[config.mk]
export PLATFORM = sky130hd
export DESIGN_NAME = bcd_scan_counter
export DESIGN_NICKNAME = d
export VERILOG_FILES = /design/src/rtl/bcd_scan_counter.sv
export SDC_FILE = /design/constraint.sdc
export NUM_CORES = 1
export LEC_CHECK = 0
export CORE_MARGIN = 4
export CORE_UTILIZATION = 40
export CTS_CLUSTER_DIAMETER = 50
export DETAILED_ROUTE_END_ITERATION = 8
export PLACE_DENSITY = 0.64
export SYNTH_ARGS = -nofsm -noshare
export SYNTH_HDL_FRONTEND = slang
export SYNTH_SLANG_ARGS = --single-unit
[constraint.sdc]
create_clock -name clk -period 5.1 [get_ports clk]
set_input_delay 0.765 -clock clk [delete_from_list [all_inputs] [get_ports clk]]
set_output_delay 0.765 -clock clk [all_outputs]
set_load 0.01 [all_outputs]
[src/rtl/bcd_scan_counter.sv]
// Decimal up/down counter with time-multiplexed, active-low 7-segment scan output.
// Optional leading-zero blanking is enabled with `define BCD_SCAN_LEADING_ZERO_BLANK_EN.
module bcd_scan_counter #(
  parameter int NUM_DIGITS = 4,
  parameter int TICK_DIV   = 100000000,
  parameter int SCAN_DIV   = 131072,
  parameter int MAX_VAL    = 200
) (
  input  logic                    clk,
  input  logic                    rst,
  input  logic                    en,
  input  logic                    up,
  input  logic                    clr,
  output logic [7:0]              seg,
  output logic [NUM_DIGITS-1:0]   an,
  output logic [4*NUM_DIGITS-1:0] bcd,
  output logic                    tick_led,
  output logic                    wrap
);

  localparam int TW = $clog2(TICK_DIV);
  localparam int SW = $clog2(SCAN_DIV);
  localparam int IW = (NUM_DIGITS > 1) ? $clog2(NUM_DIGITS) : 1;

  function automatic logic [4*NUM_DIGITS-1:0] to_bcd(input int v);
    logic [4*NUM_DIGITS-1:0] r;
    int rem;
    r   = '0;
    rem = v;
    for (int i = 0; i < NUM_DIGITS; i++) begin
      r[4*i +: 4] = 4'(rem % 10);
      rem         = rem / 10;
    end
    return r;
  endfunction

  localparam logic [4*NUM_DIGITS-1:0] MAX_BCD = to_bcd(MAX_VAL);

  function automatic logic [7:0] decode(input logic [3:0] d);
    case (d)
      4'd0: return 8'h81;
      4'd1: return 8'hCF;
      4'd2: return 8'h92;
      4'd3: return 8'h86;
      4'd4: return 8'hCC;
      4'd5: return 8'hA4;
      4'd6: return 8'hA0;
      4'd7: return 8'h8F;
      4'd8: return 8'h80;
      4'd9: return 8'h84;
      default: return 8'hFF;
    endcase
  endfunction

  logic [TW-1:0]           tick_cnt;
  logic                    tick_hit;
  logic                    tick;
  logic [4*NUM_DIGITS-1:0] bcd_nxt;
  logic                    wrap_nxt;
  logic                    carry;
  logic [SW-1:0]           scan_cnt;
  logic                    scan_adv;
  logic [IW-1:0]           idx;
  logic [IW-1:0]           idx_nxt;
  logic [NUM_DIGITS-1:0]   blank_v;
  logic                    all_zero;
  logic [7:0]              seg_nxt;

  // A clear in the terminal prescaler cycle swallows that tick completely.
  assign tick_hit = en && (tick_cnt == TW'(TICK_DIV - 1));
  assign tick     = tick_hit && !clr;

  always_ff @(posedge clk or negedge rst) begin
    if (!rst)          tick_cnt <= '0;
    else if (clr)      tick_cnt <= '0;
    else if (tick_hit) tick_cnt <= '0;
    else if (en)       tick_cnt <= tick_cnt + TW'(1);
  end

  always_comb begin
    bcd_nxt  = bcd;
    wrap_nxt = 1'b0;
    carry    = 1'b1;
    if (clr) begin
      bcd_nxt = '0;
    end else if (tick) begin
      if (up) begin
        if (bcd == MAX_BCD) begin
          bcd_nxt  = '0;
          wrap_nxt = 1'b1;
        end else begin
          for (int i = 0; i < NUM_DIGITS; i++) begin
            if (carry) begin
              if (bcd[4*i +: 4] >= 4'd9) bcd_nxt[4*i +: 4] = 4'd0;
              else begin
                bcd_nxt[4*i +: 4] = bcd[4*i +: 4] + 4'd1;
                carry             = 1'b0;
              end
            end
          end
        end
      end else begin
        if (bcd == '0) begin
          bcd_nxt  = MAX_BCD;
          wrap_nxt = 1'b1;
        end else begin
          for (int i = 0; i < NUM_DIGITS; i++) begin
            if (carry) begin
              if (bcd[4*i +: 4] == 4'd0) bcd_nxt[4*i +: 4] = 4'd9;
              else begin
                bcd_nxt[4*i +: 4] = bcd[4*i +: 4] - 4'd1;
                carry             = 1'b0;
              end
            end
          end
        end
      end
    end
  end

  always_ff @(posedge clk or negedge rst) begin
    if (!rst) begin
      bcd      <= '0;
      wrap     <= 1'b0;
      tick_led <= 1'b0;
    end else begin
      bcd  <= bcd_nxt;
      wrap <= wrap_nxt;
      if (tick) tick_led <= ~tick_led;
    end
  end

  assign scan_adv = (scan_cnt == SW'(SCAN_DIV - 1));

  always_comb begin
    idx_nxt = idx;
    if (scan_adv) idx_nxt = (idx == IW'(NUM_DIGITS - 1)) ? '0 : idx + IW'(1);
  end

  // Blank flags: a digit is a leading zero if it and everything above it are 0.
  always_comb begin
    blank_v  = '0;
    all_zero = 1'b1;
    for (int i = NUM_DIGITS - 1; i >= 0; i--) begin
      all_zero   = all_zero && (bcd_nxt[4*i +: 4] == 4'd0);
      blank_v[i] = all_zero && (i != 0);
    end
  end

  // seg is built from next-cycle bcd and index so seg, an and bcd always agree.
  always_comb begin
    seg_nxt = decode(bcd_nxt[4*int'(idx_nxt) +: 4]);
`ifdef BCD_SCAN_LEADING_ZERO_BLANK_EN
    if (blank_v[idx_nxt]) seg_nxt = 8'hFF;
`endif
  end

  always_ff @(posedge clk or negedge rst) begin
    if (!rst) begin
      scan_cnt <= '0;
      idx      <= '0;
      an       <= '1;
      seg      <= 8'hFF;
    end else begin
      scan_cnt <= scan_adv ? '0 : scan_cnt + SW'(1);
      idx      <= idx_nxt;
      an       <= ~(NUM_DIGITS'(1) << idx_nxt);
      seg      <= seg_nxt;
    end
  end

  // Only consumed by the optional blanking build.
  logic unused_blank;
  assign unused_blank = ^blank_v;

endmodule

# == Word level (Yosys, flattened, before mapping) ==
# Memory sizes are Yosys's and may differ from the RTL's. A register that Yosys moved wholly into a read port is not among the register bits.
# Cells that the tools add are included.
# classes
n_addsub,11
magnitude_cmp,4
eq_ne,4
n_shift,2
muxes,64
n_bitwise,2
reduce_logical,10
# ops
cell,count
two-way mux 27 bit,3
two-way mux 16 bit,5
two-way mux 4 bit,14
two-way mux 1 bit,39
adder 27 x 1 -> 27 bit (second input constant),1
equality test 27 bit (second input constant),1
adder 17 x 1 -> 17 bit (second input constant),1
equality test 17 bit (second input constant),1
two-way mux 17 bit,1
adder 4 x 1 -> 4 bit (second input constant),4
equality test 16 x 10 -> 1 bit (second input constant),1
greater-or-equal comparator 4 bit (second input constant),4
logical NOT 16 bit,1
logical NOT 4 bit,4
indexed part select 16 x 5 -> 4 bit,1
subtractor 4 x 1 -> 4 bit (second input constant),4
two-way mux 2 bit,2
inverter 4 bit,1
<< shifter 1 x 2 -> 4 bit (first input constant),1
nonzero test 3 bit,1
adder 2 x 1 -> 2 bit (second input constant),1
equality test 2 bit (second input constant),1
logical AND 1 bit,2
logical NOT 1 bit,2
inverter 1 bit,1
# word_totals
reg_bits,76
mem_bits_ro,112
input_bits,5
out_inout_bits,30
wordCells,106
mem_count,1
# mem_list
name,depth,word_bits,rd,rd_clocked_by_memory_dff,wr,line,text
(no name shown),16,7,1,1,0,40,case (d)

# == Depth between registers and ports, before layout ==
# depth
depth_word,22
depth_mapped,20
ltp_nobuf,19

# == Worst setup path before layout ==
# No wires, ideal clock.
# synth_path
path_kind,register to register
from,register scan_cnt[3]
to,register seg[0]
setup_time_ns,0.092
arrival_time_ns,4.071
required_ns,5.008
path_slack_ns,0.937
path_stages_with_launch,19
n_path_buf,1
period_less_slack_ns,4.163
cell_sequence,dfrtp_1 > and4_1 > and3_1 > and3_1 > and3_1 > and2_1 > and4_1 > ha_1 > clkbuf_1 > mux2i_1 > inv_1 > o2111ai_1 > o31ai_1 > or3_1 > nand2_1 > inv_1 > ha_1 > nor4_1 > a31oi_1
# synth_between
elab_chain_cells,3
# synth_lines
element,line,text
"start, declared",61,logic [SW-1:0] scan_cnt;
"start signal, assigned",165,scan_cnt <= scan_adv ? '0 : scan_cnt + SW'(1);
equality test 17 bit,133,assign scan_adv = (scan_cnt == SW'(SCAN_DIV - 1));
two-way mux 2 bit,137,if (scan_adv) idx_nxt = (idx == IW'(NUM_DIGITS - 1)) ? '0 : idx + IW'(1);
named net idx_nxt[1],64,logic [IW-1:0] idx_nxt;
indexed part select 16 x 5 -> 4 bit,152,seg_nxt = decode(bcd_nxt[4*int'(idx_nxt) +: 4]);
"end, declared",14,"output logic [7:0] seg,"
# The timed path passes the listed nets, and every way through them passes these cells.
# A chain may end at the register's enable or synchronous reset.

# == Worst setup path after layout ==
# layout_path
from,register scan_cnt[3]
to,register seg[1]
# Same word-level chain as after synthesis.

==> impl_metrics.yaml <==
run_status:
  outcome: "complete, no violations"
clock_network:
  ctsResizeCount: 0
  numCtsBuffers: 9
  htree_num_levels: 3
  cts_root_buf: "clkbuf_16"
  postCtsSetupRepairBufs: 0
  path_clk_slew_ns: 0.06
  ctsHoldBuffers: 0
  insertion_delay_ns: 0.34
  cts_sinks: 75
  max-clock-path-buffers: 2
  cts_tree: "yes"
logic_synthesis:
  synth-compound-area-share_pct: 16.5
  syn_nets: 579
  yosys_most_used_dff: "dfrtp_1"
  avgSynthCellArea_um2: 9.10
  synthCells: 549
  synthMuxAreaShare_pct: 0.651
  ys_seq_elements: 75
  netlist_area_um2: 4990
  synth_fa_ha_area_share_pct: 6.26
  synth_top_family_by_area: "simple AND/OR/NAND/NOR gates"
  yosysUniqueCellTypes: 83
  synth-simple-area-share_pct: 27.0
  ys_async_sr_fraction_pct: 100
  synth-xor-area-share_pct: 6.66
  synth_edf_count: 0
  yosysSeqAreaShare_pct: 37.9
  ys_warn_count: 0
power_and_ir_drop:
  combPwrFrac_pct: 3.3
  peakVddDrop_mv: 0.178
  sw_frac_of_total_pct: 22.5
  powerDensity_nw_per_um2: 228
  seqPwrFrac_pct: 45.7
  p_sw_uw: 295
  p_leak_uw: 0.00242
  power.internal_uw: 1010
  clock_power_share_pct: 51.0
timing:
  post-route-period-util_pct: 82.7
  tns_ns: 0
  fmax_ghz: 0.237
  setup_violations: 0
  slew_headroom_pct: 33.3
  worst_slew_pin_slew_ns: 0.993
  hold_ws_ns: 0.460
  rsz0062_at_grt: "no"
  fin_crit_ns: 4.22
  fin_skew_ns: 0.00801
  hold_viol: 0
  drv_slew: 0
setup_path:
  crit_start: "scan_cnt[3]$_DFF_PN0_"
  critPathArrivalTime_ns: 4.47
  r2r_start: "scan_cnt[3]$_DFF_PN0_"
  worstSetupEndpointType: "register"
  start_kind: "register"
  required_ns: 5.35
  crit_type: "reg2reg"
  critPathMaxFanout: 19
route:
  highest_layer: "met4"
  routed_wirelength_um: 12400
  dr.first_iter.drc_count: 369
  met3_length_um: 780
  wl_met1_um: 5440
  drtAntennaViolNets: 0
  drt_pre_antenna_iters: 5
  drc: 0
  vias_per_cell: 5.73
  detail_route.wl_per_cell_um: 16.7
  vias: 4255
  routed-wl-met2_um: 5770
placed_design:
  placed_area_um2: 5420
  io_buffers: 33
  dpl.hpwl_um: 8900
  gp_congestion: 0.971
finish:
  final_common_cell: "nor2_1"
  final_nets: 600
  area.growth.synth_to_final_pct: 14.9
  post-route-util_pct: 47.4
  postLayoutCellArea_um2: 5740
  layout_common_cells: "nor2_1, dfrtp_1, nand2_1"
  drive_above_1_share_pct: 10.4
  diodes: 0
global_route:
  antenna_found_initial: 0
  grt_pass1_vias: 3949
  grt.total_usage_pct: 17.7
  grt_pass1_wl_um: 20300
  grt_max_degree: 76
  gr-total-overflow: 0
floorplan:
  initial_utilization_pct: 41.2
  die_area_um2: 14300
  fp.dieW_um: 120
  row_count: 40
  dieHeight_um: 120
  io_pins: 35
  core_area_um2: 12100
hold_path:
  hp-class: "reg2reg"
  holdCritStartpoint: "scan_cnt[0]$_DFF_PN0_"
job:
  max_cap_viol_count: 0
==> area by class of cell <==
cell class	count	area, um^2
clock buffer	11	253
clock inverter	5	60.1
fill	1172	6380
inverter	26	97.6
multi-input combinational	419	2850
sequential	75	1890
tap	168	210
timing repair buffer	39	373
==> synthesized netlist by cell type, types with 11 or more instances <==
| library cell | n | area, um^2 |
|---|---|---|
| a21oi_1 | 22 | 110 |
| xor2_1 | 29 | 254 |
| dfstp_2 | 11 | 289 |
| nand3_1 | 28 | 140 |
| and3_1 | 12 | 75.1 |
| a31oi_1 | 11 | 68.8 |
| buf_2 | 12 | 60.1 |
| nand2_1 | 40 | 150 |
| nand4_1 | 12 | 75.1 |
| ha_1 | 25 | 313 |
| nor2_1 | 65 | 244 |
| dfrtp_1 | 64 | 1600 |
| clkbuf_1 | 12 | 45.0 |
| o21ai_0 | 19 | 95.1 |
| inv_1 | 25 | 93.8 |
==> routing by layer <==
layer	vias to the layer above	global-route usage [%]
li1	2036	-
met2	150	27.4
met4	0	8.95
met3	34	3.68
met1	2035	23.4
met5	-	0
==> per-stage QoR <==
stage | total power [uW] | worst slack, ns | std cells
6_report | 1310 | 0.885 | 743
5_1_grt | 1360 | 0.617 | 743
2_1_floorplan | 630 | 0.937 | 549
3_5_place_dp | 652 | 0.910 | 727
3_3_place_gp | 652 | 1.01 | 727
4_1_cts | 1330 | 0.886 | 743
==> flip-flops by register name, summed over array words and instances (netlist names) <==
signal,count
bcd,16
an,4
idx,2
wrap,1
scan_cnt,17
tick_led,1
tick_cnt,27
seg,7
==> worst max-delay path: stages, from the launching register on <==
cell and delay (ns):
dfrtp_1 0.41, and4_1 0.24, and3_1 0.20, and3_1 0.21, and3_1 0.17, and2_1 0.17
and4_1 0.20, ha_1 0.14, buf_4 0.22, mux2i_1 0.21, buf_4 0.19, inv_1 0.14
o2111ai_1 0.13, o31ai_1 0.12, or3_1 0.42, nand2_1 0.17, inv_1 0.10, ha_1 0.20
nor4_1 0.39, a21oi_1 0.07
==> logic make-up after synthesis <==
| logic type | after synthesis |
|---|---|
| fa+ha+maj | 25 |
| compound gates | 110 |
| other cells | 1 |
| simple gates | 242 |
| flops | 75 |
| buf+inv | 55 |
| xor+xnor | 38 |
| mux | 3 |
==> worst paths after layout <==
| kind | endpoint | slack, ns | cells after the start |
|---|---|---|---|
| min reg2reg | scan_cnt[0]$_DFF_PN0_ | 0.46 | 1 |
| min | scan_cnt[0]$_DFF_PN0_ | 0.46 | 1 |
| min in group asynchronous | scan_cnt[7]$_DFF_PN0_ | 0.58 | 1 |
| max in group asynchronous | bcd[7]$_DFF_PN0_ | 3.91 | 1 |
| max reg2reg | seg[1]$_DFF_PN1_ | 0.88 | 19 |
| max | seg[1]$_DFF_PN1_ | 0.88 | 19 |
==> power groups by stage <==
stage | logic [uW] | clock network (uW) | registers (uW)
after detailed placement | 43.7 | 0 | 608
after floorplan | 21.5 | 0 | 608
after global routing | 48.1 | 712 | 597
final | 43.1 | 668 | 598
after global placement | 43.3 | 0 | 608
after CTS | 43.7 | 687 | 598
No activity file was read; power rests on OpenSTA's default activity.
